===== src/rtl/dvp_frame_tx.sv =====
// DVP camera-side transmitter: streams 32-bit frame-buffer words as MSB-first pixel bytes
// with PCLK = clk/2 and VSYNC/HREF framing, one frame per start request.
module dvp_frame_tx #(
    parameter int unsigned LINE_WORDS = 4,
    parameter int unsigned LINES      = 4,
    parameter int unsigned VLEAD      = 2,
    parameter int unsigned HBLANK     = 2,
    parameter int unsigned VTRAIL     = 1
) (
    input  logic        WBs_CLK_i,
    input  logic        WBs_RST_i,
    input  logic        start_i,
    input  logic        abort_i,
    input  logic [10:0] base_adr_i,
    output logic [10:0] RAM_ADR_o,
    input  logic [31:0] RAM_DAT_i,
    output logic        PCLKO,
    output logic        VSYNCO,
    output logic        HREFO,
    output logic [7:0]  CAM_DATO,
    output logic        busy_o,
    output logic        frame_done_o,
    output logic [15:0] frame_cnt_o
);

    localparam int unsigned LINE_BYTES  = 4 * LINE_WORDS;
    localparam int unsigned TOTAL_WORDS = LINE_WORDS * LINES;
    localparam int unsigned MAX_A       = (VLEAD > LINE_BYTES) ? VLEAD : LINE_BYTES;
    localparam int unsigned MAX_B       = (HBLANK > MAX_A) ? HBLANK : MAX_A;
    localparam int unsigned CNT_MAX     = (VTRAIL > MAX_B) ? VTRAIL : MAX_B;
    localparam int unsigned CNT_W       = $clog2(CNT_MAX + 1);
    localparam int unsigned LINE_W      = $clog2(LINES + 1);
    localparam int unsigned WCNT_W      = $clog2(TOTAL_WORDS + 1);

    typedef enum logic [2:0] {
        StIdle,
        StLead,
        StActive,
        StBlank,
        StTrail
    } state_t;

    state_t              r_state;
    logic [CNT_W-1:0]    r_cnt;
    logic [LINE_W-1:0]   r_line;
    logic [WCNT_W-1:0]   r_wcnt;
    logic [23:0]         r_word;
    logic [10:0]         r_adr;
    logic                r_pclk;
    logic                r_vsync;
    logic                r_href;
    logic [7:0]          r_dat;
    logic                r_busy;
    logic                r_done;
    logic [15:0]         r_frame_cnt;

    logic [CNT_W-1:0]    w_cnt_nxt;
    logic                w_last_word;
    logic [10:0]         w_adr_nxt;

    assign w_cnt_nxt   = r_cnt + CNT_W'(1);
    assign w_last_word = (r_wcnt == WCNT_W'(TOTAL_WORDS - 1));
    // The address is held on the final word so the read port stops at the frame's last word.
    assign w_adr_nxt   = w_last_word ? r_adr : r_adr + 11'd1;

    always_ff @(posedge WBs_CLK_i) begin
        if (WBs_RST_i) begin
            r_state     <= StIdle;
            r_cnt       <= '0;
            r_line      <= '0;
            r_wcnt      <= '0;
            r_word      <= '0;
            r_adr       <= '0;
            r_pclk      <= 1'b0;
            r_vsync     <= 1'b0;
            r_href      <= 1'b0;
            r_dat       <= '0;
            r_busy      <= 1'b0;
            r_done      <= 1'b0;
            r_frame_cnt <= '0;
        end else begin
            r_done <= 1'b0;
            if (r_state == StIdle) begin
                if (start_i) begin
                    r_state <= StLead;
                    r_busy  <= 1'b1;
                    r_vsync <= 1'b1;
                    r_pclk  <= 1'b0;
                    r_href  <= 1'b0;
                    r_dat   <= '0;
                    r_cnt   <= '0;
                    r_line  <= '0;
                    r_wcnt  <= '0;
                    r_adr   <= base_adr_i;
                end
            end else if (abort_i) begin
                r_state <= StIdle;
                r_busy  <= 1'b0;
                r_vsync <= 1'b0;
                r_href  <= 1'b0;
                r_dat   <= '0;
                r_pclk  <= 1'b0;
            end else if (!r_pclk) begin
                r_pclk <= 1'b1;
            end else begin
                // Falling PCLK edge: byte-period boundary, all video outputs advance here.
                r_pclk <= 1'b0;
                case (r_state)
                    StLead: begin
                        if (r_cnt == CNT_W'(VLEAD - 1)) begin
                            r_state <= StActive;
                            r_cnt   <= '0;
                            r_href  <= 1'b1;
                            r_dat   <= RAM_DAT_i[31:24];
                            r_word  <= RAM_DAT_i[23:0];
                            r_wcnt  <= r_wcnt + WCNT_W'(1);
                            r_adr   <= w_adr_nxt;
                        end else begin
                            r_cnt <= w_cnt_nxt;
                        end
                    end
                    StActive: begin
                        if (r_cnt == CNT_W'(LINE_BYTES - 1)) begin
                            r_cnt  <= '0;
                            r_href <= 1'b0;
                            r_dat  <= '0;
                            if (r_line != LINE_W'(LINES - 1)) begin
                                r_state <= StBlank;
                            end else if (VTRAIL != 0) begin
                                r_state <= StTrail;
                            end else begin
                                r_state     <= StIdle;
                                r_busy      <= 1'b0;
                                r_vsync     <= 1'b0;
                                r_done      <= 1'b1;
                                r_frame_cnt <= r_frame_cnt + 16'd1;
                            end
                        end else begin
                            r_cnt <= w_cnt_nxt;
                            if (w_cnt_nxt[1:0] == 2'd0) begin
                                r_dat  <= RAM_DAT_i[31:24];
                                r_word <= RAM_DAT_i[23:0];
                                r_wcnt <= r_wcnt + WCNT_W'(1);
                                r_adr  <= w_adr_nxt;
                            end else begin
                                case (w_cnt_nxt[1:0])
                                    2'd1:    r_dat <= r_word[23:16];
                                    2'd2:    r_dat <= r_word[15:8];
                                    default: r_dat <= r_word[7:0];
                                endcase
                            end
                        end
                    end
                    StBlank: begin
                        if (r_cnt == CNT_W'(HBLANK - 1)) begin
                            r_state <= StActive;
                            r_cnt   <= '0;
                            r_line  <= r_line + LINE_W'(1);
                            r_href  <= 1'b1;
                            r_dat   <= RAM_DAT_i[31:24];
                            r_word  <= RAM_DAT_i[23:0];
                            r_wcnt  <= r_wcnt + WCNT_W'(1);
                            r_adr   <= w_adr_nxt;
                        end else begin
                            r_cnt <= w_cnt_nxt;
                        end
                    end
                    StTrail: begin
                        if (r_cnt == CNT_W'(VTRAIL - 1)) begin
                            r_state     <= StIdle;
                            r_busy      <= 1'b0;
                            r_vsync     <= 1'b0;
                            r_done      <= 1'b1;
                            r_frame_cnt <= r_frame_cnt + 16'd1;
                        end else begin
                            r_cnt <= w_cnt_nxt;
                        end
                    end
                    default: begin
                        r_state <= StIdle;
                        r_busy  <= 1'b0;
                        r_vsync <= 1'b0;
                        r_href  <= 1'b0;
                        r_dat   <= '0;
                    end
                endcase
            end
        end
    end

    assign RAM_ADR_o    = r_adr;
    assign PCLKO        = r_pclk;
    assign VSYNCO       = r_vsync;
    assign HREFO        = r_href;
    assign CAM_DATO     = r_dat;
    assign busy_o       = r_busy;
    assign frame_done_o = r_done;
    assign frame_cnt_o  = r_frame_cnt;

endmodule


===== config.mk =====
export PLATFORM = sky130hd
export DESIGN_NAME = dvp_frame_tx
export DESIGN_NICKNAME = d
export VERILOG_FILES = /design/src/rtl/dvp_frame_tx.sv
export SDC_FILE = /design/constraint.sdc
export NUM_CORES = 1
export LEC_CHECK = 0
export BUFFER_PORTS_ARGS = -buffer_cell sky130_fd_sc_hd__buf_4
export CAP_MARGIN = 0
export CORE_UTILIZATION = 55
export CTS_BUF_LIST = sky130_fd_sc_hd__clkbuf_16
export CTS_CLUSTER_SIZE = 20
export DETAILED_ROUTE_END_ITERATION = 8
export PLACE_DENSITY = 0.9
export SLEW_MARGIN = 20
export SYNTH_ARGS = -nofsm -noshare
export SYNTH_HDL_FRONTEND = slang
export SYNTH_SLANG_ARGS = --single-unit

===== constraint.sdc =====
create_clock -name WBs_CLK_i -period 2.6 [get_ports WBs_CLK_i]
set_input_delay 0.52 -clock WBs_CLK_i [delete_from_list [all_inputs] [get_ports WBs_CLK_i]]
set_output_delay 0.52 -clock WBs_CLK_i [all_outputs]
set_load 0.05 [all_outputs]

======== Yosys cells after proc, flatten, opt, wreduce, memory -nomap -nowiden ========
Index checks and enable logic that the tools add are counted.
Widths: inputs -> output; s select.
word-level totals
  register bits ........................... 79
  word-level logic and storage cells ...... 136
  output and inout bits ................... 40
cells by class
  equality and inequality tests ........... 24
  add/subtract/negate cells ............... 5
  reduce and logical (&&, ||, !) cells .... 22
  muxes and demuxes ....................... 69
  bitwise logic cells ..................... 4
operators by type and width
  kind                   number
  $mux 11                8
  $mux 24                3
  $mux 5                 13
  $mux 8                 7
  $pmux 24 s2            1
  $mux 3                 14
  $reduce_and 5->1       5
  $pmux 8 s3             1
  $pmux 11 s2            1
  $add 16x1->16 const B  1
  $pmux 8 s2             1
  $mux 1                 15
  $pmux 5 s3             1
  $reduce_and 7->1       2
  $ne 3x3->1 const B     4
  $add 11x1->11 const B  1
  $add 5x1->5 const B    2
  $eq 5x4->1 const B     2
  $pmux 5 s2             1
  $pmux 3 s3             1
  $ne 4x4->1 const B     2
  $reduce_and 4->1       2
  $reduce_bool 2->1      4
  $eq 3x2->1 const B     2
  22 further kinds       30

======== Logic depth before layout (Yosys ltp) ========
  depth in word-level cells ............... 9
  depth in mapped cells ................... 9
  depth with buffers taken out ............ 8

======== Worst setup path after synthesis ========
No wires, ideal clock.
  path type ............................... reg-to-reg
  start ................................... register r_cnt[0]
  end ..................................... register r_href (netlist: HREFO)
  setup slack ............................. 0.350 ns
  data arrival time ....................... 2.127 ns
  cell stages (with the launch flop) ...... 8
  clock period less this slack ............ 2.250 ns
  cells stage by stage .................... dfxtp_1 > ha_1 > or4b_4 > a221o_1 > or2_1 > buf_6 > nor2_4 > mux2_1
between the ends
  cells in the longest elaborated chain, start to end .. 3
ends and longest elaborated chain
  element                                                    line           RTL
  from (decl)                                                44             logic [CNT_W-1:0] r_cnt;
  from (signal assigned)                                     119            r_cnt <= w_cnt_nxt;
  from (signal assigned)                                     139            r_cnt <= w_cnt_nxt;
  from (signal assigned)                                     165            r_cnt <= w_cnt_nxt;
  $eq 5x4->1 or $eq 5x1->1 (tied branches)                   123, 110, 155
  $ne 4x4->1 (no source line) or $ne 4x1->1 (tied branches)  n/a
  $reduce_and 5->1 (no source line) *                        n/a
  to (signal assigned)                                       113            r_href <= 1'b1;
  to (signal assigned)                                       125            r_href <= 1'b0;
  to (signal assigned)                                       159            r_href <= 1'b1;
  to (decl)                                                  51             logic r_href;
Every way passes the cells marked *; elsewhere a longest branch is shown, timed or not.
A chain may end at the register's enable or synchronous reset.

======== Worst setup path in the final report ========
  start ................................... register r_cnt[0]
  end ..................................... register r_word[4]
between the ends
  cells in the longest elaborated chain, start to end .. 4
ends and longest elaborated chain
  element                              line  RTL
  $add 5x1->5                          61    assign w_cnt_nxt = r_cnt + CNT_W'(1);
  $logic_not 2->1                      140   if (w_cnt_nxt[1:0] == 2'd0) begin
  $ne 2x2->1 (no source line)          n/a
  $reduce_and 7->1 (no source line) *  n/a
  to (signal assigned)                 115   r_word <= RAM_DAT_i[23:0];
  to (signal assigned)                 142   r_word <= RAM_DAT_i[23:0];
  to (signal assigned)                 161   r_word <= RAM_DAT_i[23:0];
  to (decl)                            47    logic [23:0] r_word;
Marked as above.

==> key figures <==
Outcome
  • Result of the run: completed

Clock tree
  • CTS tree: built
  • Cts bufs inserted: 9
  • CTS H-Tree Depth: 3
  • Worst-case clock buffer depth: 2
  • Clock latency on the worst-skew pair: 0.33 ns
  • Worst-path clk slew: 0.06 ns
  • Clock Root Buffer: sky130_fd_sc_hd__clkbuf_16
  • Hold_buf cts: 0
  • Clock sink total: 79

Routing
  • Number of remaining DRC errors: 0
  • Total wirelength of the detailed-routed design: about 10000 µm
  • Total number of vias: around 3900
  • Detail-routed via count per cell: ~5.9
  • DRT antenna net count: 0
  • Routed wire length per instance: about 16 µm
  • Length of the first detailed-routing pass in iterations: 5
  • Number of violations reported at the end of detailed-routing iteration 0: 297

Critical path
  • Crit path capture type: flip-flop
  • Category of the critical setup timing path: reg2reg
  • Largest fanout on the critical path: 24
  • Reg2Reg Setup Slack: approximately 0.2 ns
  • Worst path max stage delay: 0.41 ns
  • Buf+Inv Stages, Crit Path: 1
  • Crit Reg-Reg Endpoint: r_word[4]
  • Number of cells on the worst reg-to-reg path: 9
  • Req. time, crit path: approximately 2.8 ns
  • CP startpoint kind: flip-flop
  • Setup crit start: r_cnt[0]
  • Worst-path cell chain: ha_1, and3_1, ha_1, nand3b_1, mux2i_1, nand3_1, buf_4, mux2i_1, nor2_1
  • Launching point of the worst reg2reg path: r_cnt[0]
  • Arrival time reported for the critical path endpoint: approximately 2.6 ns
  • Family with the most delay on the worst path: adder cells
  • CP max stage cell: sky130_fd_sc_hd__dfxtp_1

Die
  • Die X: roughly 88 µm
  • Die Outline Area: between 7000 and 8000 µm²
  • Site row count: 30
  • Top-level port count: 87
  • Initial cell density of the core: 58.1%
  • Standard cell core area: around 6900 µm²
  • Floorplan die height: roughly 88 µm

GRT
  • Pin count of the biggest net entering global routing: 39
  • Vias in the first global route: 3648
  • Global-route wire length before repair: about 17000 µm
  • Total routing usage reported by global routing: approximately 28%
  • Antenna violations before repair: 0
  • Overflow after GRT: 0

STA
  • Fraction of the cycle the final worst path needs: just over 90%
  • Setup Viol. Count Final: 0
  • Relative slew margins: between 50% and 60%
  • Slew of the pin with the lowest slew margin: approximately 0.65 ns
  • Unrepaired setup endpoints after global routing: no
  • Skew final: around 0.0065 ns
  • Max Clock Freq: about 420 MHz
  • Total Negative Setup Slacks: 0 ns
  • Hold violation count in the final report: 0
  • Max Transition Viols Final: 0
  • Shortest period the worst path allows: between 2 and 2.5 ns

Synthesis
  • Fraction of registers with async set or reset after synthesis: 0%
  • Gate count after technology mapping: roughly 470
  • Register area share after synthesis: around 40%
  • Number of distinct library cells after synthesis: 60
  • Nets in the synthesized netlist: between 500 and 600
  • Average instance area after synthesis: ~8.6 µm²
  • Number of flops mapped to enable cells by yosys: 0
  • Mapped Area: 4030 µm²
  • Yosys warning count: 0
  • Leading register cell type out of synthesis: sky130_fd_sc_hd__dfxtp_1
  • Number of register bits inferred by synthesis: between 70 and 80

Finish
  • Syn-to-layout area delta: 25.3%
  • Top library cells by usage in the layout, fill and taps aside: sky130_fd_sc_hd__buf_4, sky130_fd_sc_hd__dfxtp_1, sky130_fd_sc_hd__nor2_1
  • Net count, final: between 600 and 700
  • Share of the core filled with cells in the final layout: between 70% and 80%
  • Final Instance Count excl. Fillers: between 600 and 700
  • Share of post-route cells with drive strength above 1: about 23%
  • Antenna cell count: 0
  • Most common cell after layout, fill and taps aside: sky130_fd_sc_hd__buf_4

Hold path
  • Instance count along the most critical hold path: 3
  • Origin of the worst min-delay path: RAM_DAT_i[12]
  • WHS Endpoint: r_word[12]
  • Worst Hold Class: in2reg

Placement
  • Half-perimeter wire length after detailed placement: 7240 µm
  • Final estimated routing congestion in global placement: 0.857
  • Buffers added on ports: 86
  • Post-Place Cells: 636

Run
  • Number of maximum-capacitance violations: 0

Power and ir drop
  • Power density normalized to cell area: between 700 and 800 nW/µm²
  • Cell leakage power: roughly 2.1 nW
  • Worst-case vdd ir drop: 415 µV
## flip-flops by register name (all words and copies together) (netlist names), 3 cells and up
| register | cells |
|---|---|
| r_wcnt | 5 |
| r_line | 3 |
| CAM_DATO | 8 |
| r_cnt | 5 |
| RAM_ADR_o | 11 |
| r_word | 24 |
| frame_cnt_o | 16 |
| r_state | 3 |
## how the worst max path moves through the flow
stage	endpoint	slack, ns	cells past startpoint
after global routing	RAM_ADR_o[9]	0.03	8
after CTS	RAM_ADR_o[4]	0.13	8
after global placement	HREFO	0.27	6
final	r_word[4]	0.20	9
after floorplan	HREFO	0.35	7
after detailed placement	RAM_ADR_o[4]	0.17	8
## worst min-delay path: stages
cell and delay (ns):
sky130_fd_sc_hd__buf_4 0.08, sky130_fd_sc_hd__mux2i_1 0.05, sky130_fd_sc_hd__nor2_1 0.07
## Yosys cell counts, drive strengths merged, types with 10 or more instances
| cell | count | area share [%] |
|---|---|---|
| a21oi | 36 | 4.5 |
| ha | 11 | 3.4 |
| clkbuf | 16 | 1.5 |
| nand2 | 30 | 2.8 |
| a22o | 10 | 2.2 |
| nand3 | 22 | 2.7 |
| xnor2 | 15 | 3.3 |
| buf | 12 | 1.6 |
| mux2i | 30 | 7.4 |
| nor3 | 12 | 2.0 |
| dfxtp | 79 | 39 |
| nor4 | 13 | 2.0 |
| a22oi | 11 | 2.0 |
| nor2 | 73 | 7.0 |
| inv | 13 | 1.2 |
## metal layers
metal	share of wire [%]	track usage, %	up-vias
met4	2.1	10.1	0
met5	0	0	-
met2	49	46.7	147
li1	-	-	1866
met1	43	34.9	1835
met3	5.7	8.01	25
## cells by family (layout without fill, tap and decap cells)
group / Yosys count / after routing / synth area share [%]
compound gates: 102 / 102 / 17.7
xor+xnor: 16 / 16 / 3.48
fa+ha+maj: 11 / 11 / 3.41
buf+inv: 41 / 127 / 4.31
flops: 79 / 79 / 39.2
mux: 32 / 32 / 8.00
simple gates: 188 / 188 / 23.8
## where the power goes
part,internal (mW),switching (mW)
Combinational,0.500,0.814
Sequential,1.30,0.122
Clock,0.637,0.486
## per-stage QoR
stage / setup slack (ns) / total power [mW] / instance area (µm²) / hold WS (ns)
after floorplan: 0.350 / 2.35 / 4030 / 0.450
after global placement: 0.273 / 2.68 / 4780 / 0.460
after detailed placement: 0.168 / 2.72 / 4780 / 0.468
after CTS: 0.128 / 3.84 / 5050 / 0.414
after global routing: 0.0347 / 4.03 / 5050 / 0.421
final: 0.199 / 3.86 / 5050 / 0.420
## repair_timing
action	4_1_cts	5_1_grt
endpoints found under the setup margin	0	8
buffers inserted	0	0
resized for setup	0	3
## area by class of cell
| class | count | area (µm²) |
|---|---|---|
| clock buffers | 9 | 225 |
| clock inverters | 6 | 37.5 |
| fillers | 488 | 1890 |
| inverters | 13 | 48.8 |
| multi-input cells | 349 | 2290 |
| flip-flops and latches | 79 | 1580 |
| well taps | 96 | 120 |
| repair buffers | 99 | 756 |
Note: power is estimated with default switching activity, not from simulation.
